[src/rtl/dma_pkg.sv]
// Shared DMA datapath widths used by the beat packer and the write-side FIFO.
package dma_pkg;
  localparam int unsigned DMA_WORD_W = 64;
  localparam int unsigned DMA_BEAT_W = 256;
  localparam int unsigned DMA_STRB_W = DMA_BEAT_W / 8;
endpackage

[src/rtl/dma_beat_out_reg.sv]
// Output holding register for packed beats: valid/ready handshake, load and flush.
module dma_beat_out_reg
  import dma_pkg::*;
#(
  parameter int unsigned DATA_W = DMA_BEAT_W,
  parameter int unsigned STRB_W = DMA_STRB_W
) (
  input  logic              clk,
  input  logic              rst,
  input  logic              flush,
  input  logic              load,
  input  logic [DATA_W-1:0] load_data,
  input  logic [STRB_W-1:0] load_strb,
  input  logic              load_last,
  input  logic              out_ready,
  output logic              out_valid,
  output logic [DATA_W-1:0] out_data,
  output logic [STRB_W-1:0] out_strb,
  output logic              out_last
);

  always_ff @(posedge clk or posedge rst) begin
    if (rst) begin
      out_valid <= 1'b0;
      out_last  <= 1'b0;
    end else if (flush) begin
      out_valid <= 1'b0;
      out_last  <= 1'b0;
    end else if (load) begin
      out_valid <= 1'b1;
      out_last  <= load_last;
    end else if (out_valid && out_ready) begin
      out_valid <= 1'b0;
    end
  end

  // Payload only moves on load, so it stays stable while stalled.
  always_ff @(posedge clk or posedge rst) begin
    if (rst) begin
      out_data <= '0;
      out_strb <= '0;
    end else if (load && !flush) begin
      out_data <= load_data;
      out_strb <= load_strb;
    end
  end

endmodule

[src/rtl/dma_beat_packer.sv]
// Width upsizer: packs RATIO narrow words into one wide beat with strobes and last.
module dma_beat_packer
  import dma_pkg::*;
#(
  parameter int unsigned IN_W  = DMA_WORD_W,
  parameter int unsigned RATIO = DMA_BEAT_W / DMA_WORD_W
) (
  input  logic                      clk,
  input  logic                      rst,
  input  logic                      flush,
  input  logic                      in_valid,
  input  logic [IN_W-1:0]           in_data,
  input  logic [IN_W/8-1:0]         in_strb,
  input  logic                      in_last,
  output logic                      in_ready,
  output logic                      out_valid,
  output logic [IN_W*RATIO-1:0]     out_data,
  output logic [IN_W*RATIO/8-1:0]   out_strb,
  output logic                      out_last,
  input  logic                      out_ready,
  output logic                      busy
);

  localparam int unsigned OUT_W  = IN_W * RATIO;
  localparam int unsigned IN_SW  = IN_W / 8;
  localparam int unsigned OUT_SW = OUT_W / 8;
  localparam int unsigned CNT_W  = $clog2(RATIO);
  localparam logic [CNT_W-1:0] LAST_LANE = CNT_W'(RATIO - 1);

  logic [CNT_W-1:0]  cnt;
  logic [OUT_W-1:0]  acc_data;
  logic [OUT_SW-1:0] acc_strb;
  logic [OUT_W-1:0]  merged_data;
  logic [OUT_SW-1:0] merged_strb;
  logic              accept;
  logic              close;

  assign in_ready = !out_valid || out_ready;
  assign accept   = in_valid && in_ready && !flush;
  assign close    = accept && ((cnt == LAST_LANE) || in_last);
  assign busy     = (cnt != '0) || out_valid;

  // Unwritten lanes of the accumulator are always zero, so merging is a lane overwrite.
  always_comb begin
    merged_data = acc_data;
    merged_strb = acc_strb;
    for (int unsigned i = 0; i < RATIO; i++) begin
      if (cnt == CNT_W'(i)) begin
        merged_data[i*IN_W +: IN_W]   = in_data;
        merged_strb[i*IN_SW +: IN_SW] = in_strb;
      end
    end
  end

  always_ff @(posedge clk or posedge rst) begin
    if (rst) begin
      cnt      <= '0;
      acc_data <= '0;
      acc_strb <= '0;
    end else if (flush || close) begin
      cnt      <= '0;
      acc_data <= '0;
      acc_strb <= '0;
    end else if (accept) begin
      cnt      <= cnt + 1'b1;
      acc_data <= merged_data;
      acc_strb <= merged_strb;
    end
  end

  dma_beat_out_reg #(
    .DATA_W (OUT_W),
    .STRB_W (OUT_SW)
  ) u_out_reg (
    .clk       (clk),
    .rst       (rst),
    .flush     (flush),
    .load      (close),
    .load_data (merged_data),
    .load_strb (merged_strb),
    .load_last (in_last),
    .out_ready (out_ready),
    .out_valid (out_valid),
    .out_data  (out_data),
    .out_strb  (out_strb),
    .out_last  (out_last)
  );

endmodule

[config.mk]
export PLATFORM = sky130hd
export DESIGN_NAME = dma_beat_packer
export DESIGN_NICKNAME = d
export VERILOG_FILES = /design/src/rtl/dma_pkg.sv /design/src/rtl/dma_beat_out_reg.sv /design/src/rtl/dma_beat_packer.sv
export SDC_FILE = /design/constraint.sdc
export NUM_CORES = 1
export LEC_CHECK = 0
export BUFFER_PORTS_ARGS = -buffer_cell sky130_fd_sc_hd__buf_2
export CORE_MARGIN = 3
export CORE_UTILIZATION = 57
export CTS_CLUSTER_DIAMETER = 60
export DETAILED_ROUTE_END_ITERATION = 12
export GPL_TIMING_DRIVEN = 1
export HOLD_SLACK_MARGIN = 0.03
export PLACE_DENSITY = 0.82
export SYNTH_ARGS = -nofsm -noshare
export SYNTH_HDL_FRONTEND = slang
export SYNTH_SLANG_ARGS = --single-unit
[constraint.sdc]
create_clock -name clk -period 30.3 [get_ports clk]
set_input_delay 7.575 -clock clk [delete_from_list [all_inputs] [get_ports clk]]
set_output_delay 7.575 -clock clk [all_outputs]
set_load 0.02 [all_outputs]
==> flow_summary.yaml, run 1 <==
outcome:
  status: "finished, final reports clean"
clock_network:
  post_cts_buffers: 0
  ctsHoldBuffers: 0
  clock-sinks: 580
  cts_tree: "done"
  post_cts_resized: 0
  h-tree-depth: 2
  clockRootBuffer: "clkbuf_16"
  ctsLongestPathBuffers: 3
  worstSkewPairLatency_ns: 0.61
  clkTransAtPathRegs_ns: 0.06
  cts_made_buffers: 58
synth:
  synth_cells: 2158
  synthesis.area_sq_um: 25100
  yosys_warnings: 0
  synth_cell_types: 29
  ys_ff_latch: 580
  synth_area_per_cell_sq_um: 11.6
  ys_seq_area_share_pct: 57.8
  syn_nets: 2240
layout:
  antenna_cells: 0
  final_net_count: 2519
  areaGrowthSynthToFinish_pct: 15.5
  seqCellArea_sq_um: 14500
  drive_above_1_share_pct: 26.3
  fillers: 3129
  multi_input_area_sq_um: 8870
timing:
  hold_viol: 0
  min_period_over_period_pct: 54.6
  fin_tns_setup_ns: 0
  tightest_slew_ns: 1.23
  fmax_mhz: 60.4
  finalClockSkew_ns: 0.0159
  grt_setup_unrepaired: "false"
  min_period_ns: 16.56
  maxSlewHeadroom_pct: 18.0
  setup_violations: 0
  drv_slew: 0
routing:
  drt_wl_total_microns: 65700
  viasPerCell: 5.93
  vias: 18200
  drcViolationCount: 0
  firstDrtPassIters: 6
  antenna_left: 0
  drtIter0Drc: 1624
  wl_per_cell_microns: 21.4
die:
  core-area_sq_um: 43300
  fp.dieH_microns: 216
  rows: 76
  io_pins: 370
  start_util_pct: 58.0
  die_w_microns: 216
  dieArea_sq_um: 46600
power_and_ir_drop:
  leakage_uw: 0.0144
  p_int_uw: 1310
  switchingPower_uw: 478
  clockPowerShare_pct: 41.2
  ir_drop_uv: 54.0
  total_power_uw: 1790
  power_density_nw_per_um2: 61.8
  netSwitchingFraction_pct: 26.7
  p_comb_share_pct: 12.0
  p_seq_share_pct: 46.8
critical_path:
  regToRegSetupSlack_ns: 26.55
  ff2ff_path_depth: 6
  cp.arrival_ns: 8.98
  cp-start-kind: "input port"
  end_kind: "output port"
  cp_data_required_time_ns: 22.73
  cp_common_cell: "buf_2"
  path_class: "input port to output port"
  worst_path_max_delay_cell: "nor2b_1"
  crit_chain: "buf_2 -> nor2b_1 -> inv_2 -> buf_2"
  slowest_delay_ns: 0.85
  worstPathMaxFanout: 10
global_route:
  antenna_found_initial: 0
  grt.total_usage_pct: 28.1
  grt_pass1_wl_microns: 105000
  gr-total-overflow: 0
  first_global_vias: 19200
  grt_max_degree: 167
placed_design:
  place.gp.congestion: 0.803
  portBuffers: 369
  place_hpwl_microns: 37800
job:
  drv_cap: 0
worst_hold_path:
  hold_depth: 1
  hold_class: "flip-flop to flip-flop"
[per-stage QoR]
stage | setup WS (ns) | hold WS (ns) | util, % | std cells | cell area [sq um]
floorplan | 6.50 | 0.449 | - | 2158 | 25100
global placement | 13.81 | 0.464 | 62.4 | 2962 | 27000
detailed placement | 13.75 | 0.467 | 62.4 | 2962 | 27000
CTS | 13.74 | 0.484 | 67.0 | 3067 | 29000
global route | 13.65 | 0.495 | 67.0 | 3067 | 29000
finish | 13.74 | 0.477 | 67.0 | 3067 | 29000
[Yosys cell counts, drive strengths merged]
| cell | number | area, sq um |
|---|---|---|
| dfrtp | 580 | 14500 |
| mux2 | 361 | 4070 |
| nand2 | 289 | 1080 |
| inv | 223 | 837 |
| o21ai | 217 | 1090 |
| o32ai | 216 | 1890 |
| clkbuf | 105 | 394 |
| and2 | 72 | 450 |
| buf | 67 | 569 |
| nand4 | 7 | 43.8 |
| nor3 | 6 | 45.0 |
| ha | 4 | 50.1 |
| a21oi | 3 | 15.0 |
| a21o | 1 | 7.51 |
| nand2b | 1 | 6.26 |
| nand3 | 1 | 5.00 |
| nor2 | 1 | 6.26 |
| nor2b | 1 | 6.26 |
| nor4 | 1 | 21.3 |
| o31a | 1 | 8.76 |
| o31ai | 1 | 7.51 |
[final cells by class]
type	count	area share [%]
timing repair buffer	391	7.05
clock inverter	18	0.660
tap	585	2.52
multi-input combinational	1183	30.6
inverter	223	2.91
sequential	580	50.0
clock buffer	87	6.22
[placed cells by master (no fill, tap or decap), drive strengths merged, types with 6 or more instances in the layout]
cell type / count
clkinv: 12
o21ai: 217
nor3: 6
buf: 391
nand2: 289
nand4: 7
o32ai: 216
mux2: 361
inv: 223
clkbuf: 87
and2: 72
dfrtp: 580
[layer usage]
layer,wire (microns),global-route usage (%)
met3,5220,5.45
met4,1980,11.1
met1,26400,36.7
met5,0,0
met2,32200,46.7
[worst max-delay path: cells and delay by family]
kind	cells	cell delay, ns
AND/OR/NAND/NOR	1	0.85
buffers and inverters	3	0.55
[sequential cells by signal, summed over array words and instances, names as in the netlist]
| name | cells |
|---|---|
| acc_data | 256 |
| acc_strb | 32 |
| cnt | 2 |
| u_out_reg.out_strb | 32 |
| u_out_reg.out_last | 1 |
| u_out_reg.out_data | 256 |
| u_out_reg.out_valid | 1 |
[path summary, 6_finish.rpt]
path,from,end
worst min-delay path,u_out_reg.out_data[16]$_DFFE_PP0P_,u_out_reg.out_data[16]$_DFFE_PP0P_
max in group asynchronous,rst,u_out_reg.out_data[102]$_DFFE_PP0P_
worst max-delay path,out_ready,in_ready
worst max register to register,cnt[0]$_DFFE_PP0P_,u_out_reg.out_data[229]$_DFFE_PP0P_
min in group asynchronous,rst,u_out_reg.out_data[0]$_DFFE_PP0P_
worst min register to register,u_out_reg.out_data[16]$_DFFE_PP0P_,u_out_reg.out_data[16]$_DFFE_PP0P_
[power by group through the flow]
stage	sequential (uW)	combinational (uW)	clock, uW
after floorplan	890	90.0	0
after global routing	843	232	780
after global placement	850	210	0
after CTS	839	216	746
final	839	215	738
after detailed placement	852	215	0
[kinds of logic (layout without fill, tap and decap cells)]
logic type	count (synthesis)	after routing	synth area share, %
flops	580	580	57.8
mux	361	361	16.2
fa+ha+maj	4	4	0.199
compound gates	439	439	12.0
buf+inv	395	719	7.17
simple gates	379	379	6.65
(Power assumes the default switching activity.)
==> inputs of run 2 (changes only) <==
- CORE_UTILIZATION: 57 -> 52
- PLACE_DENSITY: 0.82 -> 0.79
- clock period: 30.3 -> 13.47 ns (I/O delays scaled with it)
==> run 2 against run 1 <==
Worst setup slack got worse by 8.5 ns. Worst hold slack gained 0.0034 ns. Critical path type unchanged. Count of clock-buffer cells in the layout unchanged. Cell count is 0.82% higher. Highest routed layer unchanged. Via count fell by 1.7%. Sequential share of layout area barely moved. Die area is 9.3% higher.
==> flow_summary.yaml, run 2 (same netlist as run 1, synthesis figures left out) <==
outcome:
  status: "finished, final reports clean"
placed_design:
  place.gp.congestion: 0.792
  portBuffers: 369
  place_hpwl_microns: 37900
  post-place-ws_ns: 5.30
global_route:
  grt.total_usage_pct: 25.1
  first_global_vias: 18500
  gr-total-overflow: 0
  grt_use_met2_pct: 42.5
  grt_max_degree: 188
  globalRouteMet1Util_pct: 32.6
  grt_pass1_wl_microns: 102000
  grt_busiest_layer: "met2"
  met3_usage_pct: 5.39
  antenna_found_initial: 1
routing:
  wl_per_cell_microns: 21.0
  drcViolationCount: 0
  firstDrtPassIters: 5
  drtIter0Drc: 1442
  antenna_left: 0
  drt_wl_total_microns: 64800
  vias: 17900
  viasPerCell: 5.78
clock_network:
  post_cts_resized: 0
  clock-sinks: 580
  cts_made_buffers: 59
  post_cts_buffers: 0
  h-tree-depth: 2
  clockRootBuffer: "clkbuf_16"
  ctsLongestPathBuffers: 3
  worstSkewPairLatency_ns: 0.60
  ctsHoldBuffers: 0
  clkTransAtPathRegs_ns: 0.05
  cts_tree: "done"
layout:
  final_cell_mix: "dfrtp_1, buf_2, nand2_1, inv_1, o21ai_0"
  areaGrowthSynthToFinish_pct: 15.4
  fillers: 3618
  drive_above_1_share_pct: 26.1
  final_net_count: 2520
  reg_top3: "acc_data: 256 flops, u_out_reg.out_data: 256 flops"
  final_common_cell: "dfrtp_1"
  fin_util_pct: 61.5
power_and_ir_drop:
  p_seq_share_pct: 47.2
  netSwitchingFraction_pct: 26.4
  clockPowerShare_pct: 40.7
  p_comb_share_pct: 12.1
  ir_drop_uv: 110
  p_int_uw: 2940
  leakage_uw: 0.0143
  total_power_uw: 3990
  switchingPower_uw: 1050
  power_density_nw_per_um2: 138
timing:
  grt_setup_unrepaired: "false"
  tightest_slew_ns: 1.16
  setup_violations: 0
  min_period_over_period_pct: 60.7
  whs_ns: 0.480
  drv_slew: 0
  fin_tns_setup_ns: 0
  hold_viol: 0
  finalClockSkew_ns: 0.0156
  timing.final.ws_setup_ns: 5.29
  min_period_ns: 8.18
  fmax_mhz: 122
  maxSlewHeadroom_pct: 22.8
critical_path:
  cp-start-kind: "input port"
  cp_common_cell: "buf_2"
  cp.arrival_ns: 4.81
  end_kind: "output port"
  critPathTopFamily: "simple AND/OR/NAND/NOR gates"
  slowest_delay_ns: 0.87
  path_buf_inv: 3
  cp_data_required_time_ns: 10.10
  path_class: "input port to output port"
  worstPathMaxFanout: 10
  crit_chain: "buf_2 -> nor2b_1 -> inv_2 -> buf_2"
  worst_path_max_delay_cell: "nor2b_1"
worst_hold_path:
  hold_class: "flip-flop to flip-flop"
die:
  start_util_pct: 53.3
  core-area_sq_um: 47100
  rows: 79
  io_pins: 370
  die_w_microns: 226
  dieArea_sq_um: 51000
  fp.dieH_microns: 226
job:
  drv_cap: 0
run 2: path summary, 6_finish.rpt:
kind	from	to	slack (ns)	depth (start not counted)
worst max register to register	cnt[0]$_DFFE_PP0P_	u_out_reg.out_data[205]$_DFFE_PP0P_	9.74	6
worst min-delay path	u_out_reg.out_data[249]$_DFFE_PP0P_	u_out_reg.out_data[249]$_DFFE_PP0P_	0.48	1
max in group asynchronous	rst	acc_data[230]$_DFFE_PP0P_	8.28	4
worst min register to register	u_out_reg.out_data[249]$_DFFE_PP0P_	u_out_reg.out_data[249]$_DFFE_PP0P_	0.48	1
min in group asynchronous	rst	u_out_reg.out_strb[25]$_DFFE_PP0P_	2.96	2
worst max-delay path	out_ready	in_ready	5.29	4
run 2: cell type report:
cell class | instances | area, sq um | area share (%)
timing repair buffer | 391 | 2060 | 7.09
antenna | 1 | 2.50 | 0.00863
tap | 607 | 759 | 2.62
clock buffer | 87 | 1730 | 5.98
clock inverter | 20 | 210 | 0.725
inverter | 223 | 841 | 2.90
multi-input combinational | 1183 | 8870 | 30.6
sequential | 580 | 14500 | 50.1
run 2: power groups by stage:
stage,registers (uW),clock network [uW],logic (uW)
6_report,1890,1630,482
3_5_place_dp,1920,0,483
3_3_place_gp,1910,0,473
5_1_grt,1900,1730,522
2_1_floorplan,2000,0,203
4_1_cts,1890,1660,486
run 2: worst reg2reg max path, delay by kind of cell, from the launching register on:
family                   cells  cell delay [ns]
adder cells (fa/ha/maj)      1             0.59
buffers and inverters        2             1.55
flip-flops                   1             0.48
multiplexers                 1             0.48
AND/OR/NAND/NOR              2             0.52
run 2: layer usage:
layer,vias up,part of all wire (%)
met5,-,0
met4,0,2.4
met3,96,7.4
met2,630,50
met1,9092,41
li1,8053,-
run 2: metrics by stage:
| stage | cells | instance area (sq um) |
|---|---|---|
| floorplan | 2158 | 25100 |
| global placement | 2984 | 27000 |
| detailed placement | 2984 | 27000 |
| CTS | 3091 | 29000 |
| global route | 3092 | 29000 |
| finish | 3092 | 29000 |
